### src/rtl/kim1_pkg.sv
// ============================================================================
// Module   : kim1_pkg
// Purpose  : Shared constants and types for the KIM-1 display/keypad block.
// Revision : 1.0 - initial release
// ============================================================================
`default_nettype none

package kim1_pkg;

  localparam int         NUM_DIGITS = 6;
  localparam int         ROW_KEYS   = 7;
  localparam logic [3:0] SEL_DIGIT0 = 4'd4;
  localparam logic [3:0] SEL_NONE   = 4'hF;

  typedef logic [6:0] seg_t;

endpackage

`default_nettype wire

### src/rtl/kim1_display_keypad_key_debounce.sv
// ============================================================================
// Module   : key_debounce
// Purpose  : 2-FF synchronizer plus shared-counter debouncer for a key vector.
// Revision : 1.0 - initial release
// ============================================================================
`default_nettype none

module key_debounce #(
  parameter int          WIDTH    = 21,
  parameter logic [15:0] DEBOUNCE = 16'd20000
) (
  input  logic             clk,
  input  logic             rst_n,
  input  logic [WIDTH-1:0] i_raw,
  output logic [WIDTH-1:0] o_keys
);

  localparam logic [15:0] c_last = DEBOUNCE - 16'd1;

  logic [WIDTH-1:0] r_sync1;
  logic [WIDTH-1:0] r_sync2;
  logic [WIDTH-1:0] r_cand;
  logic [WIDTH-1:0] r_keys;
  logic [15:0]      r_cnt;

  // One counter covers the whole vector: any change anywhere restarts the window.
  always_ff @(posedge clk) begin
    if (!rst_n) begin
      r_sync1 <= '0;
      r_sync2 <= '0;
      r_cand  <= '0;
      r_keys  <= '0;
      r_cnt   <= '0;
    end else begin
      r_sync1 <= i_raw;
      r_sync2 <= r_sync1;
      if (r_sync2 != r_cand) begin
        r_cand <= r_sync2;
        r_cnt  <= '0;
      end else if (r_cnt == c_last) begin
        r_keys <= r_cand;
      end else begin
        r_cnt <= r_cnt + 16'd1;
      end
    end
  end

  assign o_keys = r_keys;

endmodule

`default_nettype wire

### src/rtl/kim1_display_keypad.sv
// ============================================================================
// Module   : kim1_display_keypad
// Purpose  : Decodes RRIOT port A/B into a persistent 6-digit image and scans
//            a debounced 21-key matrix back onto PAI.
// Revision : 1.0 - initial release
// ============================================================================
`default_nettype none

module kim1_display_keypad
  import kim1_pkg::*;
#(
  parameter int          SETTLE   = 4,
  parameter logic [15:0] PERSIST  = 16'd50000,
  parameter logic [15:0] DEBOUNCE = 16'd20000
) (
  input  logic        phi2,
  input  logic        rst_n,
  input  logic [7:0]  PAO,
  input  logic [7:0]  DDRA,
  input  logic [7:0]  PBO,
  input  logic [7:0]  DDRB,
  output logic [7:0]  PAI,
  input  logic [20:0] key_raw,
  input  logic        tty_in,
  output logic [41:0] seg,
  output logic [5:0]  digit_valid,
  output logic        key_any
);

  localparam logic [2:0] c_settle    = 3'(SETTLE);
  localparam logic [2:0] c_settle_m1 = 3'(SETTLE - 1);

  logic [3:0]  w_sel;
  seg_t        w_segd;
  logic [10:0] w_pair;
  logic        w_stable_hit;
  logic [20:0] w_keys;
  logic [6:0]  w_row_n;
  logic        w_unused;

  logic [10:0] r_prev;
  logic [2:0]  r_stable;
  logic        r_key_any;

  assign w_sel  = (DDRB[4:1] == 4'hF) ? PBO[4:1] : SEL_NONE;
  assign w_segd = PAO[6:0] & DDRA[6:0];
  assign w_pair = {w_sel, w_segd};

  assign w_unused = ^{PAO[7], DDRA[7], PBO[7:5], PBO[0], DDRB[7:5], DDRB[0]};

  // Counter saturates so a held pair captures once, not every cycle.
  always_ff @(posedge phi2) begin
    if (!rst_n) begin
      r_prev   <= '0;
      r_stable <= '0;
    end else if (w_pair != r_prev) begin
      r_prev   <= w_pair;
      r_stable <= '0;
    end else if (r_stable != c_settle) begin
      r_stable <= r_stable + 3'd1;
    end
  end

  assign w_stable_hit = (w_pair == r_prev) && (r_stable == c_settle_m1);

  for (genvar i = 0; i < NUM_DIGITS; i++) begin : g_digit
    logic        w_cap;
    seg_t        r_seg;
    logic        r_valid;
    logic [15:0] r_persist;

    assign w_cap = w_stable_hit && (w_sel == SEL_DIGIT0 + 4'(i));

    // Capture takes priority over an expiry landing on the same edge.
    always_ff @(posedge phi2) begin
      if (!rst_n) begin
        r_seg     <= '0;
        r_valid   <= 1'b0;
        r_persist <= '0;
      end else if (w_cap) begin
        r_seg     <= w_segd;
        r_valid   <= 1'b1;
        r_persist <= PERSIST;
      end else if (r_persist != 16'd0) begin
        r_persist <= r_persist - 16'd1;
        if (r_persist == 16'd1) begin
          r_seg   <= '0;
          r_valid <= 1'b0;
        end
      end
    end

    assign seg[ROW_KEYS*i +: ROW_KEYS] = r_seg;
    assign digit_valid[i]              = r_valid;
  end

  key_debounce #(
    .WIDTH    (21),
    .DEBOUNCE (DEBOUNCE)
  ) u_key_debounce (
    .clk    (phi2),
    .rst_n  (rst_n),
    .i_raw  (key_raw),
    .o_keys (w_keys)
  );

  // Row read is combinational so the CPU sees its row in the same cycle.
  always_comb begin
    w_row_n = 7'h7F;
    case (w_sel)
      4'd0:    w_row_n = ~w_keys[6:0];
      4'd1:    w_row_n = ~w_keys[13:7];
      4'd2:    w_row_n = ~w_keys[20:14];
      default: w_row_n = 7'h7F;
    endcase
  end

  assign PAI = {tty_in, w_row_n};

  always_ff @(posedge phi2) begin
    if (!rst_n) r_key_any <= 1'b0;
    else        r_key_any <= |w_keys;
  end

  assign key_any = r_key_any;

endmodule

`default_nettype wire

### config.mk
export PLATFORM = sky130hd
export DESIGN_NAME = kim1_display_keypad
export DESIGN_NICKNAME = d
export VERILOG_FILES = /design/src/rtl/kim1_pkg.sv /design/src/rtl/kim1_display_keypad_key_debounce.sv /design/src/rtl/kim1_display_keypad.sv
export SDC_FILE = /design/constraint.sdc
export NUM_CORES = 1
export LEC_CHECK = 0
export CORE_MARGIN = 2
export CORE_UTILIZATION = 30
export CTS_BUF_LIST = sky130_fd_sc_hd__clkbuf_4
export CTS_CLUSTER_DIAMETER = 50
export DETAILED_ROUTE_END_ITERATION = 10
export HOLD_SLACK_MARGIN = 0.08
export PLACE_DENSITY = 0.56
export SLEW_MARGIN = 25
export SYNTH_ARGS = -nofsm -noshare
export SYNTH_HDL_FRONTEND = slang
export SYNTH_SLANG_ARGS = --single-unit
### constraint.sdc
create_clock -name phi2 -period 4.29 [get_ports phi2]
set_clock_uncertainty 0.15 [all_clocks]
set_input_delay 0.858 -clock phi2 [delete_from_list [all_inputs] [get_ports phi2]]
set_output_delay 0.858 -clock phi2 [all_outputs]
set_load 0.1 [all_outputs]
==> impl_metrics.tcl, run 1 <==
set metrics [dict create \
    grt_usage 0.135 \
    synth_compound_area_frac 0.0699 \
    place_inst 1720 \
    final_cell_mix "259 x dfxtp_1, 116 x nand2_1, 96 x clkbuf_4" \
    syn_inst 1197 \
    worstMarginPinSlew_ps 1030 \
    synth_nets 1275 \
    fin_crit_sh 0.880 \
    drt-wirelength-per-cell_um 13.9 \
    synth-edff-count 0 \
    hp-class "flip-flop to flip-flop" \
    ant_nets 0 \
    synth_xor_area_frac 0.0885 \
    fmax_mhz 265 \
    crit_type "input pin to output pin" \
    drt_iter0_markers 442 \
    hold_buffers 0 \
    ir_worst_vdd_v 0.000219 \
    layout_min_cycle_time_ps 3780 \
    cts_max_level 3 \
    synth_top_family_by_area "simple AND/OR/NAND/NOR gates" \
    cts_root_buf "clkbuf_4" \
    clk_latency_ps 700 \
    antenna_found_initial 1 \
    netlist_area_um2 11200 \
    p_clk_frac 0.269 \
    synth_area_leaders "dfxtp_1 46%, mux2i_1 6.0%, xnor2_1 5.5%" \
    cts_tree "done" \
    pre_cts_ws_ps 567 \
    place.detailed.hpwl_um 17500 \
    muxShareOfSynthArea 0.0690 \
    startpoint_type "input pin" \
    yosysUniqueCellTypes 56 \
    coreArea_um2 36700 \
    status "complete, no violations" \
    num-fill-cells 3738 \
    drv_slew 0 \
    die-area_um2 38800 \
    drtPass1Iterations 5 \
    die_w_um 197 \
    fin_cells 1840 \
    required_ps 3280 \
    portBuffers 100 \
    cts_max_path_buffers 3 \
    ys_ff_latch 259 \
    path_clk_slew_ps 60 \
    worstPathArrival_ps 2770 \
    p_sw_frac 0.362 \
    async_reset_ff_frac 0 \
    p_comb_frac 0.350 \
    die_h_um 197 \
    powerDensity_nw_per_um2 611 \
    post-route-cell-area_um2 13500 \
    crit_path_end_kind "output pin" \
    yosys_warnings 0 \
    synth_ff_type "dfxtp_1" \
    vias_per_cell 4.69 \
    yosysTopAreaCellShare 0.464 \
    final_common_cell "dfxtp_1" \
    multi_input_area_um2 5540 \
    grt_pass1_vias 8527 \
    grt_pass1_wl_um 42400 \
    cts_resized 0 \
    gp_congestion 0.827 \
    synthAdderAreaFrac 0.0246 \
    ios 113 \
    synth_top_area_cell "dfxtp_1" \
    ys_seq_area_frac 0.464 \
    seqPwrFrac 0.381 \
    intPower_mw 5.28 \
    layout_setup_ws_ps 514 \
    post_dp_cell_area_um2 12600 \
    initial_utilization 0.305 \
    drv_cap 0 \
    power.switching_mw 3.00 \
    path_max_fanout 7 \
    avgSynthCellArea_um2 9.34 \
    cts_sinks 259 \
    syn2layout_area_growth_pct 21.1 \
    fin_util 0.369 \
    fin_tns_setup_ps 0 \
    cts_setup_buffers 0 \
    routed_wl_um 25600 \
    drive_gt1_frac 0.117 \
    drc 0 \
    final-hold-violation-count 0 \
    grt_max_degree 90 \
    rsz0062_at_grt "false" \
    setup_violations 0 \
    grt_overflow 0 \
    ff_latch_area_um2 5180 \
    relSlewSlack 0.313 \
    yosys.area_share.simple 0.242 \
    p_leak_nw 5.47 \
    cts_made_buffers 71 \
    rows 70 \
    num-nets-final 1403 \
    via_count 8637 \
]
[cells in the mapped netlist, types with 10 or more instances]
library cell and instances:
dfxtp_1 259, nand2_1 116, nor2_1 85, xnor2_1 70, and2_1 67, mux2i_1 67
a21oi_1 57, nor3_1 50, xor2_1 43, clkbuf_1 41, nand3_1 37, nor4_1 33
inv_1 29, ha_1 22, and3_1 20, nand4_1 20, or3_1 14, or4_1 10
[kinds of logic after synthesis]
logic type | after synthesis
simple gates | 512
flops | 259
compound gates | 121
xor+xnor | 113
buf+inv | 94
mux | 76
fa+ha+maj | 22
[per-layer routing]
metal | global-route usage | share of wire | wire (um) | vias up
met1 | 0.170 | 0.47 | 12100 | 3966
met3 | 0.0333 | 0.043 | 1090 | 39
met2 | 0.224 | 0.47 | 11900 | 179
met4 | 0.0485 | 0.017 | 442 | 0
li1 | - | - | - | 4453
met5 | 0 | 0 | 0 | -
[worst max-delay path: stages]
cell	delay (ps)
clkdlybuf4s50_1	630
nor2b_1	310
nand3b_1	270
o221ai_1	460
buf_12	240
[through the flow]
step	hold slack [ps]	total power, mW
final	276	8.27
after global routing	303	8.99
after CTS	281	8.36
after detailed placement	268	6.05
after global placement	268	6.01
after floorplan	262	5.54
[registers in the layout, summed over array words and instances, names as in the netlist]
register                cells
u_key_debounce.o_keys      21
g_digit.r_seg              42
key_any                     1
u_key_debounce.r_cnt       16
u_key_debounce.r_sync1     21
g_digit.r_valid             6
g_digit.r_persist          96
u_key_debounce.r_cand      21
r_prev                     11
u_key_debounce.r_sync2     21
r_stable                    3
[worst paths after layout]
| check | start | endpoint | slack [ps] | cells past startpoint |
|---|---|---|---|---|
| setup / recovery | PBO[2] | PAI[0] | 510 | 5 |
| hold / removal | u_key_debounce.r_sync1[17] | u_key_debounce.r_sync2[17] | 280 | 1 |
| setup reg to reg | g_digit[0].r_persist[9] | g_digit[0].r_persist[15] | 1690 | 5 |
| hold reg to reg | u_key_debounce.r_sync1[17] | u_key_debounce.r_sync2[17] | 280 | 1 |
[power by group through the flow]
stage | Sequential, mW | Clock (mW) | Combinational [mW]
floorplan | 3.12 | 0 | 2.42
detailed placement | 3.19 | 0 | 2.86
global route | 3.21 | 2.47 | 3.31
CTS | 3.15 | 2.33 | 2.89
finish | 3.15 | 2.23 | 2.90
global placement | 3.18 | 0 | 2.83
[layout make-up]
cell class | instances | area share
Inverter | 30 | 0.00832
Multi-Input combinational cell | 844 | 0.409
Clock buffer | 96 | 0.0532
Sequential cell | 259 | 0.383
Clock inverter | 23 | 0.0135
Tap cell | 468 | 0.0433
Antenna cell | 1 | 0.000185
Timing Repair Buffer | 119 | 0.0895
(Power assumes the default switching activity.)
==> inputs of run 2 (changes only) <==
- PLACE_DENSITY: 0.56 -> 0.58
- clock period: 4.29 -> 3.2 ns (I/O delays scaled with it)
==> impl_metrics.tcl, run 2 (synthesis results as in run 1) <==
set metrics [dict create \
    crit_path_end_kind "output pin" \
    cts_tree "done" \
    layout_min_cycle_time_ps 3110 \
    fin_util 0.372 \
    place.detailed.hpwl_um 17300 \
    crit_type "input pin to output pin" \
    drv_slew 0 \
    whs_ps 269 \
    coreArea_um2 36700 \
    fin_crit_sh 0.971 \
    hold_buffers 0 \
    path_max_fanout 7 \
    fmax_mhz 322 \
    rows 70 \
    relSlewSlack 0.442 \
    final_cell_mix "259 x dfxtp_1, 116 x nand2_1, 98 x clkbuf_4" \
    drtPass1Iterations 4 \
    cts_max_path_buffers 3 \
    die_h_um 197 \
    status "complete, no violations" \
    initial_utilization 0.305 \
    hp-class "input pin to flip-flop" \
    die_w_um 197 \
    fin_cells 1870 \
    antenna_found_initial 2 \
    grt_pass1_wl_um 42200 \
    path_clk_slew_ps 70 \
    num-fill-cells 3768 \
    grt_overflow 0 \
    setup_violations 0 \
    cts_root_buf "clkbuf_4" \
    p_sw_frac 0.360 \
    drive_gt1_frac 0.174 \
    drc 0 \
    total_power_mw 11.2 \
    vias_per_cell 4.65 \
    drv_cap 0 \
    portBuffers 100 \
    multi_input_area_um2 5560 \
    gp_congestion 0.779 \
    largest_reg_flops 96 \
    grt_usage 0.135 \
    num-nets-final 1427 \
    startpoint_type "input pin" \
    intPower_mw 7.15 \
    top_register "g_digit.r_persist" \
    routed_wl_um 25600 \
    required_ps 2410 \
    p_clk_frac 0.273 \
    via_count 8702 \
    drt_iter0_markers 420 \
    cts_sinks 259 \
    ios 113 \
    ff_latch_area_um2 5180 \
    die-area_um2 38800 \
    p_leak_nw 5.72 \
    final_common_cell "dfxtp_1" \
    place_inst 1742 \
    seqPwrFrac 0.378 \
    power.switching_mw 4.02 \
    worstPathArrival_ps 2320 \
    syn2layout_area_growth_pct 22.2 \
    clk_latency_ps 690 \
    drt-wirelength-per-cell_um 13.7 \
    p_comb_frac 0.349 \
    worstMarginPinSlew_ps 837 \
    cts_made_buffers 71 \
    ir_worst_vdd_v 0.000282 \
    ant_nets 0 \
    final-hold-violation-count 0 \
    grt_max_degree 107 \
    largest_registers "g_digit.r_persist: 96 flops, g_digit.r_seg: 42 flops" \
    grt_pass1_vias 8513 \
    fin_tns_setup_ps 0 \
    powerDensity_nw_per_um2 817 \
    cts_max_level 3 \
]
run 2: final timing paths:
check / from / endpoint / slack [ps] / cells after the start
max: DDRB[4] / PAI[2] / 90 / 9
min: rst_n / g_digit[0].r_persist[10] / 270 / 3
max reg2reg: g_digit[2].r_persist[8] / g_digit[2].r_persist[4] / 670 / 5
min reg2reg: u_key_debounce.r_sync1[7] / u_key_debounce.r_sync2[7] / 280 / 1
run 2: through the flow:
step | instance area, um^2 | worst slack (ps)
final | 13700 | 93.9
after global routing | 13700 | -24.9
after CTS | 13600 | 20.1
after detailed placement | 12700 | -141
after global placement | 12700 | -132
after floorplan | 11200 | -470
run 2: cell type report:
class                      count  area share
clock buffer                  98      0.0538
inverter                      30     0.00824
clock inverter                27      0.0138
multi-input combinational    844       0.407
tap                          468      0.0428
antenna                        1    0.000183
timing repair buffer         143      0.0948
sequential                   259       0.379
run 2: metal layers:
| layer | GRT usage | up-vias | part of all wire |
|---|---|---|---|
| met4 | 0.0507 | 2 | 0.022 |
| met2 | 0.225 | 165 | 0.46 |
| met3 | 0.0348 | 47 | 0.057 |
| li1 | - | 4506 | - |
| met1 | 0.168 | 3982 | 0.46 |
| met5 | 0 | - | 0.00051 |
run 2: critical path: stages:
cell	delay [ps]
clkdlybuf4s50_1	470
nand4_1	90
buf_4	160
nor2_2	90
nand3b_1	80
buf_4	170
o221ai_1	270
buf_4	180
buf_12	160
run 2: timing repair:
item / in CTS / in global routing
setup endpoints to repair: 5 / 6
pin swaps: 0 / 1
resized for setup: 2 / 5
setup buffers: 1 / 1
run 2: power groups by stage:
stage	registers [mW]	logic (mW)	clock network, mW
3_5_place_dp	4.28	3.89	0
6_report	4.22	3.90	3.05
4_1_cts	4.22	3.92	3.18
5_1_grt	4.30	4.46	3.38
2_1_floorplan	4.18	3.25	0
3_3_place_gp	4.26	3.85	0
